`config.mk`:
```
export PLATFORM = sky130hd
export DESIGN_NAME = alu_share_arbiter_flat
export DESIGN_NICKNAME = d
export VERILOG_FILES = /design/src/rtl/alu_pkg.sv /design/src/rtl/alu_share_arbiter_if.sv /design/src/rtl/alu.sv /design/src/rtl/rr_arbiter.sv /design/src/rtl/alu_share_arbiter.sv /design/src/flat_wrapper.sv
export SDC_FILE = /design/constraint.sdc
export NUM_CORES = 1
export LEC_CHECK = 0
export CORE_MARGIN = 3
export CORE_UTILIZATION = 50
export CTS_CLUSTER_DIAMETER = 120
export DETAILED_ROUTE_END_ITERATION = 16
export GPL_TIMING_DRIVEN = 0
export PLACE_DENSITY = 0.93
export SLEW_MARGIN = 15
export SYNTH_ARGS = -nofsm -noshare
export SYNTH_HDL_FRONTEND = slang
export SYNTH_SLANG_ARGS = --single-unit
export TNS_END_PERCENT = 20
```
`constraint.sdc`:
```
create_clock -name clk -period 13.4 [get_ports clk]
set_clock_uncertainty 0.05 [all_clocks]
set_input_delay 2.01 -clock clk [delete_from_list [all_inputs] [get_ports clk]]
set_output_delay 2.01 -clock clk [all_outputs]
set_load 0.005 [all_outputs]
```
`src/rtl/alu_pkg.sv`:
```
// -----------------------------------------------------------------------------
// alu_pkg
// Shared definitions for the ALU and the ALU-sharing arbiter.
//   ALU_*        : alu_control encodings understood by the shared ALU
//   alu_op_t     : 4-bit alu_control code type
//   is_legal_op  : 1 when the code is one of AND/OR/ADD/SUB/SLT
// -----------------------------------------------------------------------------
package alu_pkg;

   typedef logic [3:0] alu_op_t;

   localparam alu_op_t ALU_AND = 4'b0000;
   localparam alu_op_t ALU_OR  = 4'b0001;
   localparam alu_op_t ALU_ADD = 4'b0010;
   localparam alu_op_t ALU_SUB = 4'b0110;
   localparam alu_op_t ALU_SLT = 4'b0111;

   function automatic logic is_legal_op(input alu_op_t op);
      logic legal;
      case (op)
         ALU_AND, ALU_OR, ALU_ADD, ALU_SUB, ALU_SLT: legal = 1'b1;
         default:                                    legal = 1'b0;
      endcase
      return legal;
   endfunction

endpackage

```
`src/rtl/alu_share_arbiter_if.sv`:
```
// -----------------------------------------------------------------------------
// alu_share_arbiter_if
// Bundles the requester-side and response-side handshakes of the shared ALU.
//   req_valid/req_ready : per-requester valid/ready
//   req_op/req_a/req_b  : packed per-requester op (4b) and operands (32b)
//   rsp_valid/rsp_ready : single response handshake
//   rsp_id/rsp_data/rsp_illegal : response payload
//   ops_done            : count of completed response handshakes
// master = requesters + response consumer, slave = the arbiter.
// -----------------------------------------------------------------------------
interface alu_share_arbiter_if #(
   parameter int NUM_REQ = 4
);
   localparam int ID_W = $clog2(NUM_REQ);

   logic [NUM_REQ-1:0]    req_valid;
   logic [NUM_REQ-1:0]    req_ready;
   logic [4*NUM_REQ-1:0]  req_op;
   logic [32*NUM_REQ-1:0] req_a;
   logic [32*NUM_REQ-1:0] req_b;
   logic                  rsp_valid;
   logic                  rsp_ready;
   logic [ID_W-1:0]       rsp_id;
   logic [31:0]           rsp_data;
   logic                  rsp_illegal;
   logic [15:0]           ops_done;

   modport master (
      output req_valid, req_op, req_a, req_b, rsp_ready,
      input  req_ready, rsp_valid, rsp_id, rsp_data, rsp_illegal, ops_done
   );

   modport slave (
      input  req_valid, req_op, req_a, req_b, rsp_ready,
      output req_ready, rsp_valid, rsp_id, rsp_data, rsp_illegal, ops_done
   );
endinterface

```
`src/rtl/alu.sv`:
```
// -----------------------------------------------------------------------------
// alu
// Combinational 32-bit ALU.
//   alu_control : op code (see alu_pkg)
//   a, b        : operands
//   result      : AND / OR / ADD / SUB (mod 2^32) / unsigned SLT; 0 for other codes
// -----------------------------------------------------------------------------
module alu
   import alu_pkg::*;
(
   input  alu_op_t     alu_control,
   input  logic [31:0] a,
   input  logic [31:0] b,
   output logic [31:0] result
);

   // Operation decode; unknown codes yield zero so the illegal flag has a clean payload.
   always_comb begin
      result = 32'd0;
      case (alu_control)
         ALU_AND: result = a & b;
         ALU_OR:  result = a | b;
         ALU_ADD: result = a + b;
         ALU_SUB: result = a - b;
         ALU_SLT: result = (a < b) ? 32'd1 : 32'd0;
         default: result = 32'd0;
      endcase
   end

endmodule

```
`src/rtl/rr_arbiter.sv`:
```
// -----------------------------------------------------------------------------
// rr_arbiter
// Purely combinational round-robin pick.
//   req       : request vector
//   rr_ptr    : index with highest priority this cycle (register lives in the parent)
//   grant     : one-hot grant, or zero when nothing requests
//   grant_idx : index of the granted requester (0 when none)
//   grant_any : 1 when some requester is granted
// -----------------------------------------------------------------------------
module rr_arbiter #(
   parameter  int NUM_REQ = 4,
   localparam int ID_W    = $clog2(NUM_REQ)
) (
   input  logic [NUM_REQ-1:0] req,
   input  logic [ID_W-1:0]    rr_ptr,
   output logic [NUM_REQ-1:0] grant,
   output logic [ID_W-1:0]    grant_idx,
   output logic               grant_any
);

   int              idx_v;
   logic [ID_W-1:0] idx_s;

   // Scan upward from rr_ptr with wrap; the first requester seen wins.
   always_comb begin
      grant     = '0;
      grant_idx = '0;
      grant_any = 1'b0;
      idx_v     = 0;
      idx_s     = '0;
      for (int k = 0; k < NUM_REQ; k++) begin
         idx_v = (int'(rr_ptr) + k) % NUM_REQ;
         idx_s = ID_W'(idx_v);
         if (!grant_any && req[idx_s]) begin
            grant[idx_s] = 1'b1;
            grant_idx    = idx_s;
            grant_any    = 1'b1;
         end else begin
            grant_any = grant_any;
         end
      end
   end

endmodule

```
`src/rtl/alu_share_arbiter.sv`:
```
// -----------------------------------------------------------------------------
// alu_share_arbiter
// Shares one ALU between NUM_REQ requesters with round-robin arbitration and a
// registered, 1-cycle-latency response port.
//   clk   : rising-edge clock
//   reset : asynchronous, active-high reset
//   bus   : slave side of alu_share_arbiter_if (request handshakes in,
//           response + ops_done out)
// -----------------------------------------------------------------------------
module alu_share_arbiter
   import alu_pkg::*;
#(
   parameter int NUM_REQ = 4
) (
   input  logic               clk,
   input  logic               reset,
   alu_share_arbiter_if.slave bus
);

   localparam int ID_W = $clog2(NUM_REQ);

   logic              rsp_valid_q,   rsp_valid_d;
   logic [ID_W-1:0]   rsp_id_q,      rsp_id_d;
   logic [31:0]       rsp_data_q,    rsp_data_d;
   logic              rsp_illegal_q, rsp_illegal_d;
   logic [15:0]       ops_done_q,    ops_done_d;
   logic [ID_W-1:0]   rr_ptr_q,      rr_ptr_d;

   logic               out_free_s;
   logic [NUM_REQ-1:0] grant_s;
   logic [ID_W-1:0]    grant_idx_s;
   logic               grant_any_s;
   logic               accept_s;
   logic               rsp_hs_s;
   alu_op_t            op_s;
   logic [31:0]        a_s;
   logic [31:0]        b_s;
   logic [31:0]        alu_result_s;

   // The output register can take a new result when empty or being drained this cycle.
   assign out_free_s = !rsp_valid_q | bus.rsp_ready;
   assign rsp_hs_s   = rsp_valid_q & bus.rsp_ready;

   rr_arbiter #(.NUM_REQ(NUM_REQ)) u_rr_arbiter (
      .req       (bus.req_valid),
      .rr_ptr    (rr_ptr_q),
      .grant     (grant_s),
      .grant_idx (grant_idx_s),
      .grant_any (grant_any_s)
   );

   // A grant already implies req_valid, so accept only needs room at the output.
   assign bus.req_ready = grant_s & {NUM_REQ{out_free_s}};
   assign accept_s      = grant_any_s & out_free_s;

   // One-hot AND-OR operand mux; yields zeros when nobody is granted.
   always_comb begin
      op_s = 4'd0;
      a_s  = 32'd0;
      b_s  = 32'd0;
      for (int i = 0; i < NUM_REQ; i++) begin
         op_s = op_s | ({4{grant_s[i]}}  & bus.req_op[4*i +: 4]);
         a_s  = a_s  | ({32{grant_s[i]}} & bus.req_a[32*i +: 32]);
         b_s  = b_s  | ({32{grant_s[i]}} & bus.req_b[32*i +: 32]);
      end
   end

   alu u_alu (
      .alu_control (op_s),
      .a           (a_s),
      .b           (b_s),
      .result      (alu_result_s)
   );

   // Next-state for the response register, round-robin pointer and handshake counter.
   always_comb begin
      rsp_valid_d   = rsp_valid_q;
      rsp_id_d      = rsp_id_q;
      rsp_data_d    = rsp_data_q;
      rsp_illegal_d = rsp_illegal_q;
      rr_ptr_d      = rr_ptr_q;
      ops_done_d    = ops_done_q;

      if (accept_s) begin
         // New result replaces the register, even if the old one drains on this edge.
         rsp_valid_d   = 1'b1;
         rsp_id_d      = grant_idx_s;
         rsp_data_d    = alu_result_s;
         rsp_illegal_d = !is_legal_op(op_s);
         rr_ptr_d      = (grant_idx_s == ID_W'(NUM_REQ - 1)) ? '0 : grant_idx_s + ID_W'(1);
      end else if (bus.rsp_ready) begin
         rsp_valid_d = 1'b0;
      end else begin
         // Back-pressure: payload and pointer stay frozen.
         rsp_valid_d = rsp_valid_q;
      end

      if (rsp_hs_s) begin
         ops_done_d = ops_done_q + 16'd1;
      end else begin
         ops_done_d = ops_done_q;
      end
   end

   // State registers with asynchronous reset.
   always_ff @(posedge clk or posedge reset) begin
      if (reset) begin
         rsp_valid_q   <= 1'b0;
         rsp_id_q      <= '0;
         rsp_data_q    <= 32'd0;
         rsp_illegal_q <= 1'b0;
         ops_done_q    <= 16'd0;
         rr_ptr_q      <= '0;
      end else begin
         rsp_valid_q   <= rsp_valid_d;
         rsp_id_q      <= rsp_id_d;
         rsp_data_q    <= rsp_data_d;
         rsp_illegal_q <= rsp_illegal_d;
         ops_done_q    <= ops_done_d;
         rr_ptr_q      <= rr_ptr_d;
      end
   end

   assign bus.rsp_valid   = rsp_valid_q;
   assign bus.rsp_id      = rsp_id_q;
   assign bus.rsp_data    = rsp_data_q;
   assign bus.rsp_illegal = rsp_illegal_q;
   assign bus.ops_done    = ops_done_q;

endmodule
```
`src/flat_wrapper.sv`:
```
// flat-port wrapper written by rule: the top's interface ports become plain ports
module alu_share_arbiter_flat import alu_pkg::*;
#(
   parameter int NUM_REQ = 4
)
  (clk, reset, bus_req_valid, bus_req_op, bus_req_a, bus_req_b, bus_rsp_ready, bus_req_ready, bus_rsp_valid, bus_rsp_id, bus_rsp_data, bus_rsp_illegal, bus_ops_done);
  alu_share_arbiter_if #(.NUM_REQ(NUM_REQ)) bus_i ();
  input  logic clk;
  input  logic reset;
  input wire logic [$bits(bus_i.req_valid)-1:0] bus_req_valid;
  input wire logic [$bits(bus_i.req_op)-1:0] bus_req_op;
  input wire logic [$bits(bus_i.req_a)-1:0] bus_req_a;
  input wire logic [$bits(bus_i.req_b)-1:0] bus_req_b;
  input wire logic [$bits(bus_i.rsp_ready)-1:0] bus_rsp_ready;
  output wire logic [$bits(bus_i.req_ready)-1:0] bus_req_ready;
  output wire logic [$bits(bus_i.rsp_valid)-1:0] bus_rsp_valid;
  output wire logic [$bits(bus_i.rsp_id)-1:0] bus_rsp_id;
  output wire logic [$bits(bus_i.rsp_data)-1:0] bus_rsp_data;
  output wire logic [$bits(bus_i.rsp_illegal)-1:0] bus_rsp_illegal;
  output wire logic [$bits(bus_i.ops_done)-1:0] bus_ops_done;
  assign bus_i.req_valid = bus_req_valid;
  assign bus_i.req_op = bus_req_op;
  assign bus_i.req_a = bus_req_a;
  assign bus_i.req_b = bus_req_b;
  assign bus_i.rsp_ready = bus_rsp_ready;
  assign bus_req_ready = bus_i.req_ready;
  assign bus_rsp_valid = bus_i.rsp_valid;
  assign bus_rsp_id = bus_i.rsp_id;
  assign bus_rsp_data = bus_i.rsp_data;
  assign bus_rsp_illegal = bus_i.rsp_illegal;
  assign bus_ops_done = bus_i.ops_done;
  alu_share_arbiter #(.NUM_REQ(NUM_REQ)) u_core (.clk(clk), .reset(reset), .bus(bus_i));
endmodule
```
# [Word level (Yosys, flattened, before mapping)]
# Cells that the tools add are included.
[word_totals] latchBits=0 output_inout_bits=56 romBits=0 memories=0 register_bits=54 ramBits=0
[classes] n_eq_ne=5 bitwise=30 n_mul=0 magnitude_cmp=9 n_shift=0 mux=35 reduce_logical=15 div=0 n_addsub=7
[op_table] cell="32-bit bitwise AND" count=9
[op_table] cell="32-bit bitwise OR" count=7
[op_table] cell="32-bit one-hot mux with 5 select lines" count=1
[op_table] cell="32-bit adder" count=1
[op_table] cell="32-bit < comparator" count=1
[op_table] cell="32-bit subtractor" count=1
[op_table] cell="4-bit bitwise OR" count=6
[op_table] cell="4-bit bitwise AND" count=5
[op_table] cell="1-bit 2-to-1 mux" count=17
[op_table] cell="16-bit by 1-bit adder with 16-bit output, second input constant" count=1
[op_table] cell="4-bit 2-to-1 mux" count=4
[op_table] cell="2-bit by 3-bit < comparator with 1-bit output, second input constant" count=4
[op_table] cell="2-bit 2-to-1 mux" count=5
[op_table] cell="1-bit binary-select mux with 2-bit select" count=4
[op_table] cell="1-bit demux with 2-bit select" count=4
[op_table] cell="4-bit by 3-bit == test with 1-bit output, second input constant" count=2
[op_table] cell="2-bit by 1-bit greater-or-equal comparator with 1-bit output, second input constant" count=4
[op_table] cell="1-bit logical AND" count=7
[op_table] cell="1-bit logical NOT" count=5
[op_table] cell="5-bit OR reduction" count=1
[op_table] cell="2-bit by 1-bit adder with 2-bit output, second input constant" count=2
[op_table] cell="2-bit adder, second input constant" count=2
[op_table] cell="4-bit by 1-bit == test with 1-bit output, second input constant" count=1
[op_table] cell="4-bit by 2-bit == test with 1-bit output, second input constant" count=1
[op_table] cell="5 further kinds" count=6

# [Depth between registers and ports, before layout]
# Gate-level depths: netlist (run 1).
[logic_depth] depth_word=21 mapped_depth=27 ltp_nobuf=23

# [Modules after synthesis]
# Synthesis (run 1) repeated with hierarchy kept, for this count alone.
[hier_totals] cells_unflattened=1118 area_unflattened_um2=8630.8
[modules_own_cells] mod="alu" seq_area_each_um2=0.0 cells_each=690 instances=1 area_per_inst_um2=4579.4
[modules_own_cells] mod="alu_share_arbiter" seq_area_each_um2=1351.3 cells_each=383 instances=1 area_per_inst_um2=3632.2
[modules_own_cells] mod="rr_arbiter" seq_area_each_um2=0.0 cells_each=45 instances=1 area_per_inst_um2=419.2

# [Worst setup path after synthesis (run 1)]
# No wires, ideal clock.
[synth_path] path_kind="input -> register" start="input port bus_req_valid[1]" end="register u_core.rsp_data_q[24], in the netlist u_core.bus.rsp_data[24]" setup_ps=126 t_arrival_ps=6689 slack_ps=6535 required_ps=13224 cell_stages=22 path_cell_list="buf_2 > mux4_2 > clkbuf_1 > clkbuf_1 > a221o_1 > clkbuf_1 > clkbuf_1 > a22o_1 > a221oi_1 > ha_1 > inv_1 > fa_1 > nor2b_1 > o211ai_1 > a2111oi_0 > o21ai_0 > a21boi_0 > nor2_1 > o31ai_1 > a22o_1 > xnor2_1 > a221o_1"
[synth_between] elab_chain_cells=18 elab_cells_between_ends=57
[synth_rtl] element="start: declaration" line_no="flat_wrapper.sv:10" rtl="input wire logic [$bits(bus_i.req_valid)-1:0] bus_req_valid;"
[synth_rtl] element="1-bit binary-select mux with 2-bit select" line_no="rr_arbiter.sv:34" rtl="if (!grant_any && req[idx_s]) begin"
[synth_rtl] element="1-bit 2-to-1 mux (implied by the code)" line_no="rr_arbiter.sv:34"
[synth_rtl] element="1-bit 2-to-1 mux" line_no="rr_arbiter.sv:34"
[synth_rtl] element="1-bit logical NOT" line_no="rr_arbiter.sv:34"
[synth_rtl] element="1-bit logical AND" line_no="rr_arbiter.sv:34"
[synth_rtl] element="1-bit 2-to-1 mux" line_no="rr_arbiter.sv:34"
[synth_rtl] element="1-bit logical NOT" line_no="rr_arbiter.sv:34"
[synth_rtl] element="1-bit logical AND" line_no="rr_arbiter.sv:34"
[synth_rtl] element="1-bit 2-to-1 mux" line_no="rr_arbiter.sv:34"
[synth_rtl] element="1-bit logical NOT" line_no="rr_arbiter.sv:34"
[synth_rtl] element="1-bit logical AND" line_no="rr_arbiter.sv:34"
[synth_rtl] element="4-bit 2-to-1 mux" line_no="rr_arbiter.sv:34"
[synth_rtl] element="32-bit bitwise AND, or another cell as far along" line_no="alu_share_arbiter.sv:63" rtl="a_s = a_s | ({32{grant_s[i]}} & bus.req_a[32*i +: 32]);"
[synth_rtl] element="32-bit bitwise OR, or another cell as far along (3 in series)" line_no="alu_share_arbiter.sv:63"
[synth_rtl] element="32-bit subtractor, or another cell as far along" line_no="alu.sv:24" rtl="ALU_SUB: result = a - b;"
[synth_rtl] element="32-bit one-hot mux with 5 select lines" line_no="alu.sv:20" rtl="case (alu_control)"
[synth_rtl] element="end signal: assignment" line_no="alu_share_arbiter.sv:117" rtl="rsp_data_q <= rsp_data_d;"
[synth_rtl] element="end: declaration" line_no="alu_share_arbiter.sv:24" rtl="logic [31:0] rsp_data_q, rsp_data_d;"
# Several ways; a longest one is shown, not always the timed one. The select of a mux whose other input is x is not followed.
# A chain may end at the register's enable or synchronous reset.

# [Worst setup path in the final report (run 1)]
[layout_path] start="input port bus_req_valid[3]" end="register u_core.rsp_data_q[31], in the netlist u_core.bus.rsp_data[31]"
# The elaborated chain is that of the path after synthesis.

==> flow_summary.toml, run 1 <==
[synth]
synth_fp_nets = 1517
synth_top_area_share_pct = 15.7
synth_area_sq_um = 8770
yosysTopAreaCell = "ha_1"
ys.flop_type = "dfrtp_1"
yosysWarnings = 0
avgSynthCellArea_sq_um = 7.78
yosys-top-cells-area = "ha_1 16%, dfrtp_1 15%, a22o_1 7.8%, a221o_1 7.8%, a21oi_1 5.4%"
synth.distinct_cells = 78
async_reset_ff_share_pct = 100
synth-seq-cells = 54
yosysSeqAreaShare_pct = 15.4
synth-edff-count = 0
syn_inst = 1126
synth_common_cells = "110 x ha_1, 100 x inv_1, 95 x a21oi_1"
synthMostInstantiatedCell = "ha_1"

[die]
top_level_ports = 335
placementRows = 47
die_h_um = 138
coreArea_sq_um = 16900
die_x_um = 138
start_util_pct = 51.9
dieArea_sq_um = 19200

[timing]
fin_crit_ps = 8650
hold_viol_final = 0
finalCritPeriodShare_pct = 64.6
slew-limit-headroom_pct = 25.2
tns_ps = 0
tightest_slew_ps = 1110
final_max_slew_viol_count = 0
rsz0062_at_grt = "no"
setup_viol = 0
fmax_mhz = 116

[global_routing]
grt_antenna_before_repair = 0
grt_max_degree = 55
grt_pass1_wl_um = 53600
grt_usage_pct = 34.0
gr-total-overflow = 0
grt_pass1_vias = 10200

[setup_path]
path_class = "primary input to flop"
worstSetupStartpointType = "primary input"
crit_required_ps = 13550
worstPathMaxFanout = 10
critPathCaptureType = "flop"
arrival_ps = 8810
r2r_slack_ps = 5870

[clock_network]
postCtsSetupBuffers = 0
clkSinkCount = 54
clk_pin_slew_ps = 90
cts_buffer_depth = 2
post_cts_resized = 0
cts_buffers = 5
cts_hold_buf = 0
cts_tree = "done"
insertion_delay_ps = 320
cts-root-buf = "clkbuf_16"
h-tree-depth = 2

[route]
avgViaCountPerCell = 6.31
wl_per_cell_um = 20.6
drc = 0
wirelength_um = 34800
drt_first_pass_iters = 6
ant_nets = 0
via_count = 10600
initialDrtViolationCount = 1113

[placement]
portBuffers = 333
gp_congestion = 1.03
hpwl_um = 27900

[finish]
register_area_sq_um = 1350
fillers = 1344
layout-drive-gt1-share_pct = 3.48
multi_input_area_sq_um = 6740
diodes = 0
layout.nets = 1857
area_growth_syn_to_layout_pct = 42.9
fin_util_pct = 74.2

[outcome]
outcome = "completed"

[min_path]
hold_path.class = "flop to flop"

[flow_run]
cap_violations = 0
==> final cells by class <==
type | instances | share of cell area (%)
Clock inverter | 3 | 0.230
Sequential cell | 54 | 10.8
Buffer | 72 | 2.40
Clock buffer | 5 | 0.998
Tap cell | 220 | 2.20
Multi-Input combinational cell | 900 | 53.8
Inverter | 100 | 3.02
Timing Repair Buffer | 333 | 26.6
==> worst max-delay path, cell delays in order <==
cell	delay (ps)
clkdlybuf4s50_1	560
mux4_2	540
clkbuf_1	230
clkbuf_1	270
a221o_1	490
clkbuf_1	400
clkbuf_1	390
a22o_1	270
a221oi_1	570
inv_1	200
ha_1	360
a211oi_1	400
o211ai_1	300
nand4_1	190
a21boi_0	180
a32oi_1	390
o21bai_1	240
a211oi_1	310
xnor2_1	120
a221oi_1	270
o21ai_0	110
==> metal layers <==
metal	track usage, %	routed length [um]	up-vias	share of wire, %
li1	-	-	4883	-
met1	42.0	13200	5009	38
met2	59.1	17000	666	49
met3	7.01	3340	89	9.6
met4	11.4	1230	0	3.5
met5	0	0	-	0
==> final timing paths <==
check	cells past startpoint	startpoint	end
setup / recovery	21	bus_req_valid[3]	u_core.bus.rsp_data[31]
hold / removal	1	u_core.bus.ops_done[15]	u_core.bus.ops_done[15]
setup reg to reg	25	flop	u_core.bus.rsp_data[31]
hold reg to reg	1	u_core.bus.ops_done[15]	u_core.bus.ops_done[15]
max in group asynchronous	2	reset	u_core.bus.rsp_data[3]
min in group asynchronous	2	reset	u_core.bus.rsp_data[31]
==> placed cells by master, fill, tap and decap left out, types with 8 or more instances in the layout <==
| cell | instances |
|---|---|
| o21ai_1 | 17 |
| dfrtp_1 | 54 |
| nor3_1 | 8 |
| a221o_1 | 68 |
| xnor2_1 | 44 |
| nand2b_1 | 23 |
| ha_1 | 110 |
| o31ai_1 | 11 |
| nand2_1 | 57 |
| nor2b_1 | 15 |
| clkbuf_1 | 54 |
| a211oi_1 | 9 |
| o211ai_1 | 8 |
| a21oi_1 | 95 |
| a22oi_1 | 14 |
| buf_2 | 9 |
| clkdlybuf4s50_1 | 333 |
| o21bai_1 | 11 |
| a21o_1 | 14 |
| nand4_1 | 10 |
| nor2_1 | 92 |
| a22o_1 | 78 |
| inv_1 | 99 |
| o221ai_1 | 8 |
| o21ai_0 | 54 |
| nand3_1 | 14 |
| xor2_1 | 8 |
| a221oi_1 | 13 |
==> cell families after synthesis <==
group / Yosys count / synth area share, %
multiplexers: 11 / 1.70
AO/OA/AOI/OAI: 457 / 38.7
flip-flops: 54 / 15.4
buffers and inverters: 172 / 7.71
XOR/XNOR: 52 / 5.20
AND/OR/NAND/NOR: 268 / 15.2
adder cells (fa/ha/maj): 112 / 16.2
==> registers in the layout (all words and copies together), names as in the netlist, named ones only <==
signal and flops:
u_core.bus.ops_done 16, u_core.bus.rsp_data 32, u_core.bus.rsp_id 2, u_core.bus.rsp_illegal 1, u_core.bus.rsp_valid 1, u_core.rr_ptr_q 1
==> stage by stage <==
stage / instances / hold WS, ps / cell area (sq um) / setup slack, ps
2_1_floorplan: 1126 / 415 / 8770 / 6530
3_3_place_gp: 1679 / 407 / 12400 / 4750
3_5_place_dp: 1679 / 426 / 12400 / 4630
4_1_cts: 1687 / 437 / 12500 / 4950
5_1_grt: 1687 / 448 / 12500 / 4270
6_report: 1687 / 437 / 12500 / 4750
Power of run 1 is not shown: default switching activity piles up to over one toggle a cycle in this logic, so the estimate is an artifact.
==> run 2: changes to the inputs <==
--- a/config.mk
+++ b/config.mk
@@ -6,11 +6,11 @@
 export NUM_CORES = 1
 export LEC_CHECK = 0
 export CORE_MARGIN = 3
-export CORE_UTILIZATION = 50
+export CORE_UTILIZATION = 46
 export CTS_CLUSTER_DIAMETER = 120
 export DETAILED_ROUTE_END_ITERATION = 16
 export GPL_TIMING_DRIVEN = 0
-export PLACE_DENSITY = 0.93
+export PLACE_DENSITY = 0.86
 export SLEW_MARGIN = 15
 export SYNTH_ARGS = -nofsm -noshare
 export SYNTH_HDL_FRONTEND = slang
==> constraint.sdc (replaced) <==
create_clock -name clk -period 8.5 [get_ports clk]
set_clock_uncertainty 0.05 [all_clocks]
set_input_delay 1.275 -clock clk [delete_from_list [all_inputs] [get_ports clk]]
set_output_delay 1.275 -clock clk [all_outputs]
set_load 0.005 [all_outputs]
==> run 2 against run 1 <==
Against the previous run: routed wire length is 3.3% higher; critical path depth is 1 higher; register-to-register slack worse by 5200 ps; final area hardly changed; cell count is 0.53% higher; global-route usage is 1.3 points lower; flip-flop and latch count stayed put; worst hold slack worse by 3.2 ps; via count is 2.2% lower; worst setup slack worse by 4500 ps; count of clock-buffer cells in the layout stayed put; critical endpoint is now u_core.bus.rsp_data[28].
==> flow_summary.toml, run 2 (synthesized netlist as in run 1, its figures left out) <==
[global_routing]
grt_pass1_vias = 10300
gr-total-overflow = 0
grt_max_degree = 55
grt_usage_pct = 32.7
grt_pass1_wl_um = 53700
grt_antenna_before_repair = 0

[timing]
hold_viol_final = 0
fin_crit_ps = 8230
setup_viol = 0
rsz0062_at_grt = "no"
final_max_slew_viol_count = 0
fmax_mhz = 122
finalCritPeriodShare_pct = 96.8
slew-limit-headroom_pct = 30.2
tns_ps = 0
tightest_slew_ps = 1040

[clock_network]
clk_pin_slew_ps = 80
insertion_delay_ps = 310
cts_tree = "done"
cts_hold_buf = 0
clkSinkCount = 54
cts_buffers = 5
cts-root-buf = "clkbuf_16"
h-tree-depth = 2
cts_buffer_depth = 2
postCtsSetupBuffers = 0
post_cts_resized = 0

[setup_path]
crit_buf_inv = 6
worstSetupStartpointType = "primary input"
critPathTopFamily = "compound AO/OA/AOI/OAI gates"
critPathCaptureType = "flop"
crit_start = "bus_req_valid[3]"
slowest_stage = "clkdlybuf4s50_1"
crit_required_ps = 8650
path_class = "primary input to flop"
path_cells = "clkdlybuf4s50_1, mux4_2, clkbuf_1, clkbuf_1, a221o_1, clkbuf_1, clkbuf_1, a22o_1, a221oi_1, ha_1, inv_1, fa_1, nor2b_1, o211ai_1, a2111oi_0, o21ai_0, a21oi_1, o32ai_1, xnor2_1, o21ai_1, a21oi_1, o21ai_1"
arrival_ps = 8370
worstPathMaxFanout = 10
crit_top_cell = "clkbuf_1"
worst_path_largest_cell_delay_ps = 570

[route]
wl_met3_um = 3100
wl_met1_um = 14100
drc = 0
drt_first_pass_iters = 5
via_count = 10400
top_layer = "met4"
wl_per_cell_um = 21.2
initialDrtViolationCount = 872
wirelength_um = 35900
wl_met2_um = 17000
ant_nets = 0
avgViaCountPerCell = 6.14

[min_path]
min-delay-start = "u_core.bus.rsp_id[1]"
hold_path.class = "flop to flop"

[die]
placementRows = 49
die_h_um = 144
start_util_pct = 47.8
dieArea_sq_um = 20700
coreArea_sq_um = 18300
top_level_ports = 335
die_x_um = 144

[outcome]
outcome = "completed"

[finish]
layout-drive-gt1-share_pct = 3.48
layout_common_cells = "333 x clkdlybuf4s50_1, 110 x ha_1, 99 x inv_1"
layout.nets = 1857
diodes = 0
area_growth_syn_to_layout_pct = 43.1
final_common_cell = "clkdlybuf4s50_1"
fin_area_sq_um = 12500
fin_util_pct = 68.4
fillers = 1603
largest_reg_flops = 32

[flow_run]
cap_violations = 0

[placement]
post_dp_cell_area_sq_um = 12400
portBuffers = 333
gp_congestion = 0.981
hpwl_um = 28500
[run 2: path summary, 6_finish.rpt]
check                                               end  depth (start not counted)  slack [ps]
worst max-delay path            u_core.bus.rsp_data[28]                         22         270
worst min-delay path               u_core.bus.rsp_id[1]                          1         430
worst max register to register  u_core.bus.rsp_data[28]                         26         720
worst min register to register     u_core.bus.rsp_id[1]                          1         430
max in group asynchronous        u_core.bus.rsp_data[2]                          2        6500
min in group asynchronous        u_core.bus.ops_done[9]                          2        1400
[run 2: layout make-up]
type                       instances  area (sq um)  share of cell area [%]
timing repair buffer             333          3330                    26.6
clock buffer                       5           125                   0.998
clock inverter                     3          28.8                   0.229
buffer                            72           300                    2.39
tap                              229           287                    2.28
inverter                         100           378                    3.01
sequential                        54          1350                    10.8
multi-input combinational        900          6740                    53.7
[run 2: metrics by stage]
| step | cells | hold WS (ps) | worst slack, ps |
|---|---|---|---|
| after CTS | 1696 | 438 | 507 |
| after global routing | 1696 | 456 | 55.0 |
| after floorplan | 1126 | 415 | 2370 |
| after global placement | 1688 | 408 | 240 |
| after detailed placement | 1688 | 420 | 209 |
| final | 1696 | 434 | 273 |
[run 2: worst register-to-register path, cell delays in order (launching register included)]
cell,delay (ps)
dfrtp_1,490
buf_4,220
inv_1,100
ha_1,330
clkbuf_1,320
nand2b_1,180
nor2_1,50
a32oi_1,200
o21ai_0,250
a221o_1,450
clkbuf_1,430
clkbuf_1,410
a22o_1,320
a221oi_1,550
ha_1,310
inv_1,70
fa_1,430
nor2b_1,150
o211ai_1,330
a2111oi_0,200
o21ai_0,500
a21oi_1,150
o32ai_1,570
xnor2_1,190
o21ai_1,70
a21oi_1,230
o21ai_1,90
[run 2: layer usage]
metal  vias up  track usage (%)
met1      4911             40.6
met3       100             4.89
met5         -                0
met2       530             56.2
li1       4877                -
met4         0             14.3
Power of run 2 is left out for the same reason.
